===== config.mk =====
export PLATFORM = sky130hd
export DESIGN_NAME = ser_to_block128_flat
export DESIGN_NICKNAME = d
export VERILOG_FILES = /design/src/rtl/ser_to_block128_if.sv /design/src/rtl/ser_to_block128.sv /design/src/flat_wrapper.sv
export SDC_FILE = /design/constraint.sdc
export NUM_CORES = 1
export LEC_CHECK = 0
export ABC_AREA = 1
export CORE_AREA = 2 2 195 197
export DETAILED_ROUTE_END_ITERATION = 6
export DIE_AREA = 0 0 197 199
export GPL_ROUTABILITY_DRIVEN = 1
export GPL_TIMING_DRIVEN = 0
export PLACE_DENSITY = 0.44
export SYNTH_ARGS = -nofsm -noshare
export SYNTH_HDL_FRONTEND = slang
export SYNTH_SLANG_ARGS = --single-unit

===== constraint.sdc =====
create_clock -name clk -period 4.75 [get_ports clk]
set_input_delay 0.475 -clock clk [delete_from_list [all_inputs] [get_ports clk]]
set_output_delay 0.475 -clock clk [all_outputs]
set_load 0.1 [all_outputs]

===== src/rtl/ser_to_block128_if.sv =====
// Bundles the serial input, control strobes and block handshake of the
// ser_to_block128 deserialiser; the design uses the slave side.
interface ser_to_block128_if #(
  parameter int NBYTES = 16
);
  logic                  enable;
  logic                  DataIN;
  logic                  frame_sync;
  logic                  block_ack;
  logic [8*NBYTES-1:0]   DataOUT;
  logic                  block_valid;
  logic                  byte_done;
  logic                  overrun;

  modport master (
    output enable, DataIN, frame_sync, block_ack,
    input  DataOUT, block_valid, byte_done, overrun
  );

  modport slave (
    input  enable, DataIN, frame_sync, block_ack,
    output DataOUT, block_valid, byte_done, overrun
  );
endinterface


===== src/rtl/ser_to_block128.sv =====
// Serial-to-block deserialiser: packs a 1-bit stream into bytes, then into an
// NBYTES-wide block held for the consumer behind a valid/ack handshake.
module ser_to_block128 #(
  parameter int NBYTES    = 16,
  parameter bit MSB_FIRST = 1'b1
) (
  input  logic               clk,
  input  logic               RST,
  ser_to_block128_if.slave   bus
);
  localparam int W  = 8 * NBYTES;
  localparam int CW = (NBYTES > 1) ? $clog2(NBYTES) : 1;
  localparam logic [CW-1:0] LAST_BYTE = CW'(NBYTES - 1);

  typedef enum logic {IDLE, RECV} state_t;

  state_t          r_state;
  state_t          w_nextState;
  logic [2:0]      r_bitCnt;
  logic [2:0]      w_bitBase;
  logic [CW-1:0]   r_byteCnt;
  logic [CW-1:0]   w_byteCntBase;
  logic [7:0]      r_byte;
  logic [7:0]      w_byteBase;
  logic [7:0]      w_newByte;
  logic [W-1:0]    r_block;
  logic [W-1:0]    w_blockBase;
  logic [W-1:0]    w_newBlock;
  logic [W-1:0]    r_dataOut;
  logic            r_valid;
  logic            r_byteDone;
  logic            r_overrun;
  logic            w_byteFull;
  logic            w_blockFull;

  // frame_sync clears assembly before the bit on the same edge is taken, so
  // every assembly decision works from these "after clear" views.
  always_comb begin
    w_bitBase     = bus.frame_sync ? 3'd0      : r_bitCnt;
    w_byteCntBase = bus.frame_sync ? '0        : r_byteCnt;
    w_byteBase    = bus.frame_sync ? 8'd0      : r_byte;
    w_blockBase   = bus.frame_sync ? '0        : r_block;
    w_newByte     = MSB_FIRST ? {w_byteBase[6:0], bus.DataIN}
                              : {bus.DataIN, w_byteBase[7:1]};
    w_newBlock    = {w_blockBase[W-9:0], w_newByte};
    w_byteFull    = bus.enable && (w_bitBase == 3'd7);
    w_blockFull   = w_byteFull && (w_byteCntBase == LAST_BYTE);
  end

  always_comb begin
    w_nextState = r_state;
    case (r_state)
      IDLE: if (bus.enable) w_nextState = RECV;
      RECV: begin
        if (bus.frame_sync && !bus.enable) w_nextState = IDLE;
        else if (w_blockFull)              w_nextState = IDLE;
      end
      default: w_nextState = IDLE;
    endcase
  end

  always_ff @(posedge clk) begin
    if (!RST) r_state <= IDLE;
    else      r_state <= w_nextState;
  end

  always_ff @(posedge clk) begin
    if (!RST) begin
      r_bitCnt   <= 3'd0;
      r_byteCnt  <= '0;
      r_byte     <= 8'd0;
      r_block    <= '0;
      r_dataOut  <= '0;
      r_valid    <= 1'b0;
      r_byteDone <= 1'b0;
      r_overrun  <= 1'b0;
    end else begin
      r_byteDone <= 1'b0;
      if (bus.enable) begin
        r_bitCnt <= w_bitBase + 3'd1;
        if (w_byteFull) begin
          r_byte     <= 8'd0;
          r_byteDone <= 1'b1;
          if (w_blockFull) begin
            r_byteCnt <= '0;
            r_block   <= '0;
          end else begin
            r_byteCnt <= w_byteCntBase + CW'(1);
            r_block   <= w_newBlock;
          end
        end else begin
          r_byte    <= w_newByte;
          r_byteCnt <= w_byteCntBase;
          r_block   <= w_blockBase;
        end
      end else if (bus.frame_sync) begin
        r_bitCnt  <= 3'd0;
        r_byteCnt <= '0;
        r_byte    <= 8'd0;
        r_block   <= '0;
      end

      // A held, unacknowledged block wins over a newly completed one.
      if (w_blockFull) begin
        if (!r_valid || bus.block_ack) begin
          r_dataOut <= w_newBlock;
          r_valid   <= 1'b1;
        end else begin
          r_overrun <= 1'b1;
        end
      end else if (bus.block_ack) begin
        r_valid <= 1'b0;
      end
    end
  end

  assign bus.DataOUT     = r_dataOut;
  assign bus.block_valid = r_valid;
  assign bus.byte_done   = r_byteDone;
  assign bus.overrun     = r_overrun;
endmodule


===== src/flat_wrapper.sv =====
// flat-port wrapper written by rule: the top's interface ports become plain ports
module ser_to_block128_flat 
#(
  parameter int NBYTES    = 16,
  parameter bit MSB_FIRST = 1'b1
)
  (clk, RST, bus_enable, bus_DataIN, bus_frame_sync, bus_block_ack, bus_DataOUT, bus_block_valid, bus_byte_done, bus_overrun);
  ser_to_block128_if #(.NBYTES(NBYTES)) bus_i ();
  input  logic clk;
  input  logic RST;
  input wire logic [$bits(bus_i.enable)-1:0] bus_enable;
  input wire logic [$bits(bus_i.DataIN)-1:0] bus_DataIN;
  input wire logic [$bits(bus_i.frame_sync)-1:0] bus_frame_sync;
  input wire logic [$bits(bus_i.block_ack)-1:0] bus_block_ack;
  output wire logic [$bits(bus_i.DataOUT)-1:0] bus_DataOUT;
  output wire logic [$bits(bus_i.block_valid)-1:0] bus_block_valid;
  output wire logic [$bits(bus_i.byte_done)-1:0] bus_byte_done;
  output wire logic [$bits(bus_i.overrun)-1:0] bus_overrun;
  assign bus_i.enable = bus_enable;
  assign bus_i.DataIN = bus_DataIN;
  assign bus_i.frame_sync = bus_frame_sync;
  assign bus_i.block_ack = bus_block_ack;
  assign bus_DataOUT = bus_i.DataOUT;
  assign bus_block_valid = bus_i.block_valid;
  assign bus_byte_done = bus_i.byte_done;
  assign bus_overrun = bus_i.overrun;
  ser_to_block128 #(.NBYTES(NBYTES), .MSB_FIRST(MSB_FIRST)) u_core (.clk(clk), .RST(RST), .bus(bus_i));
endmodule

==> impl_metrics.json <==
{
  "post_synth_num_cell_types": 18,
  "seq_area_frac_synth": 0.483,
  "timing_worst_setup_path_type": "input port to register",
  "power.leakage_nw": 6.04,
  "synth.net_count": 1608,
  "finalNonFillerCells": 2266,
  "yosysWarnings": 0,
  "stdcell_area_um2": 14000,
  "outcome": "complete, no violations",
  "cts-htree-levels": 2,
  "dieWidth_um": 197,
  "netlist_instances": 1599,
  "synth_simple_gate_area_share": 0.351,
  "muxShareOfSynthArea": 0,
  "placed_cells_incl_taps": 2208,
  "ctsRootBufferMaster": "sky130_fd_sc_hd__clkbuf_16",
  "hp-class": "register to register",
  "slowest_delay_ns": 0.57,
  "finalSetupViolCount": 0,
  "place.gp.congestion": 0.808,
  "post_dp_cell_area_um2": 12900,
  "drcViolationCount": 0,
  "routed_wl_mm": 35.9,
  "post-dp-hpwl_mm": 25.6,
  "worst_path_cell_with_the_longest_stage_delay": "sky130_fd_sc_hd__clkbuf_1",
  "grt_setup_unrepaired": "no",
  "cts_hold_buf": 0,
  "global_route.overflow_total": 0,
  "synth-seq-cells": 265,
  "num-nets-final": 1779,
  "initial_utilization": 0.296,
  "fmax_mhz": 252,
  "port-buffer-count": 135,
  "worstSetupEndpointType": "register",
  "synth.cell_area_um2": 11000,
  "core_area_um2": 37100,
  "hold_viol": 0,
  "first_iter_violations": 624,
  "layout_skew_ns": 0.0170,
  "multi_input_combinational_cell_area_um2": 4880,
  "max_slew.worst_pin.slew_ns": 1.14,
  "synth_compound_area_frac": 0.0902,
  "cts_setup_buffers": 0,
  "clock_sinks": 265,
  "timing.critical_path.cells": "clkdlybuf4s50_1 -> inv_2 -> clkbuf_1 -> buf_2 -> nand2_1 -> inv_1 -> ha_1 -> ha_1 -> nand3_1 -> nor2_4 -> nand2_2 -> clkbuf_1 -> nor2_1 -> nor2_1",
  "die_y_um": 199,
  "final_antenna_net_count": 0,
  "max-clock-path-buffers": 3,
  "drt_pass1_iterations": 5,
  "ioPinCount": 137,
  "cp.arrival_ns": 4.35,
  "rr_worst_depth": 10,
  "synth_top_family_by_area": "simple AND/OR/NAND/NOR gates",
  "worstHoldPathCells": 2,
  "startpoint_type": "input port",
  "track_usage": 0.184,
  "post_route_cells_drive_above_1_share": 0.0664,
  "power_per_cell_area_nw_per_um2": 350,
  "insertion_delay_ns": 0.51,
  "maximum_number_of_pins_on_one_net_before_global_route_repair": 12,
  "power.ir.vdd_worst_mv": 0.200,
  "clk_pin_slew_ns": 0.05,
  "die_area_um2": 39200,
  "grt_antenna_before_repair": 1,
  "cts_buffers": 34,
  "layout_common_cells": "sky130_fd_sc_hd__nand2_1 (443), sky130_fd_sc_hd__nor2_1 (277), sky130_fd_sc_hd__dfxtp_1 (265), sky130_fd_sc_hd__nand3_1 (189), sky130_fd_sc_hd__a21oi_1 (157)",
  "nFillCells": 4113,
  "register_area_um2": 5310,
  "post_synth_xor_area_fraction": 0,
  "post_cts.resized_instances": 0,
  "critical_path_peak_fanout": 10,
  "required_time_worst_endpoint_ns": 5.13,
  "timing.max_cap.violations": 0,
  "synth-adder-area-share": 0.00342,
  "area.growth.synth_to_final_pct": 27.9,
  "average_cell_area_after_synthesis_um2": 6.87,
  "num_vias": 10500,
  "wire_length_of_the_first_global_routing_pass_mm": 56.8,
  "wire_per_inst_um": 15.8,
  "period_share": 0.836,
  "fin_max_slew_vios": 0,
  "fp-row-count": 71,
  "mostFrequentLayoutCell": "sky130_fd_sc_hd__nand2_1",
  "worst_slew_margin_rel": 0.240,
  "final_critical_period_ns": 3.97,
  "avgViaCountPerCell": 4.63,
  "worst-r2r-setup-slack_ns": 2.14,
  "aggregate_negative_setup_slack_ns": 0,
  "tritoncts": "done",
  "grt_pass1_vias": 10300
}
-- through the flow --
step	total power, W	utilization	worst slack, ns	hold slack, ns
finish	0.00491	0.378	0.777	0.476
global route	0.00509	0.378	0.554	0.501
detailed placement	0.00240	0.348	0.207	0.468
floorplan	0.00236	-	2.31	0.449
CTS	0.00499	0.378	0.718	0.480
global placement	0.00240	0.348	0.317	0.463
-- report_power, final --
group | leakage, nW | switching, W | total (W) | internal (W)
registers | 2.13 | 0.000000568 | 0.00223 | 0.00223
clock network | 0.557 | 0.000968 | 0.00256 | 0.00159
logic | 3.35 | 0.0000946 | 0.000125 | 0.0000308
total | 6.04 | 0.00106 | 0.00491 | 0.00385
-- worst max-delay path, delay by kind of cell --
kind	cells	cell delay, ns
buffers and inverters	6	2.12
AND/OR/NAND/NOR	6	1.40
adder cells (fa/ha/maj)	2	0.34
-- area by class of cell --
| class | instances | area share |
|---|---|---|
| clock inverter | 10 | 0.00713 |
| timing repair buffer | 135 | 0.0962 |
| multi-input combinational | 1145 | 0.348 |
| buffer | 136 | 0.0421 |
| clock buffer | 47 | 0.0722 |
| tap | 474 | 0.0422 |
| inverter | 53 | 0.0142 |
| sequential | 265 | 0.378 |
| antenna | 1 | 0.000178 |
-- kinds of logic after synthesis --
logic type               Yosys count
AO/OA/AOI/OAI                    198
adder cells (fa/ha/maj)            3
buffers and inverters            189
flip-flops                       265
AND/OR/NAND/NOR                  944
-- state kept, by name (all words and copies together), names as in the netlist --
register,flops
u_core.r_byteCnt,4
u_core.bus.overrun,1
u_core.bus.block_valid,1
u_core.bus.DataOUT,128
u_core.r_block,120
u_core.r_bitCnt,3
u_core.bus.byte_done,1
u_core.r_byte,7
-- per-layer routing --
layer	GRT usage	routed length, um	up-vias
met5	0	0	-
met4	0.0390	505	0
li1	-	-	5456
met2	0.314	16700	176
met3	0.0253	1100	41
met1	0.248	17600	4815
-- final timing paths --
check	endpoint	start
worst max-delay path	u_core.bus.DataOUT[55]$_SDFFE_PN0P_	bus_frame_sync
worst min-delay path	u_core.r_bitCnt[1]$_SDFF_PN0_	u_core.r_bitCnt[1]$_SDFF_PN0_
worst max register to register	u_core.bus.DataOUT[55]$_SDFFE_PN0P_	u_core.r_bitCnt[0]$_SDFF_PN0_
worst min register to register	u_core.r_bitCnt[1]$_SDFF_PN0_	u_core.r_bitCnt[1]$_SDFF_PN0_
-- cell usage after synthesis --
| cell | n | area, um^2 |
|---|---|---|
| sky130_fd_sc_hd__buf_2 | 59 | 295 |
| sky130_fd_sc_hd__dfxtp_1 | 265 | 5310 |
| sky130_fd_sc_hd__nor3_1 | 24 | 120 |
| sky130_fd_sc_hd__inv_1 | 50 | 188 |
| sky130_fd_sc_hd__a21oi_1 | 157 | 786 |
| sky130_fd_sc_hd__o21ai_0 | 41 | 205 |
| sky130_fd_sc_hd__nor2_1 | 277 | 1040 |
| sky130_fd_sc_hd__buf_4 | 2 | 15.0 |
| sky130_fd_sc_hd__nand3_1 | 189 | 946 |
| sky130_fd_sc_hd__ha_1 | 3 | 37.5 |
| sky130_fd_sc_hd__buf_1 | 6 | 22.5 |
| sky130_fd_sc_hd__nand3_2 | 1 | 10.0 |
| sky130_fd_sc_hd__nor2_4 | 1 | 11.3 |
| sky130_fd_sc_hd__nand2_1 | 443 | 1660 |
| sky130_fd_sc_hd__clkbuf_1 | 69 | 259 |
| sky130_fd_sc_hd__nand3b_1 | 8 | 60.1 |
| sky130_fd_sc_hd__inv_2 | 3 | 11.3 |
| sky130_fd_sc_hd__nand2_2 | 1 | 6.26 |
Note: power is estimated with default switching activity, not from simulation.
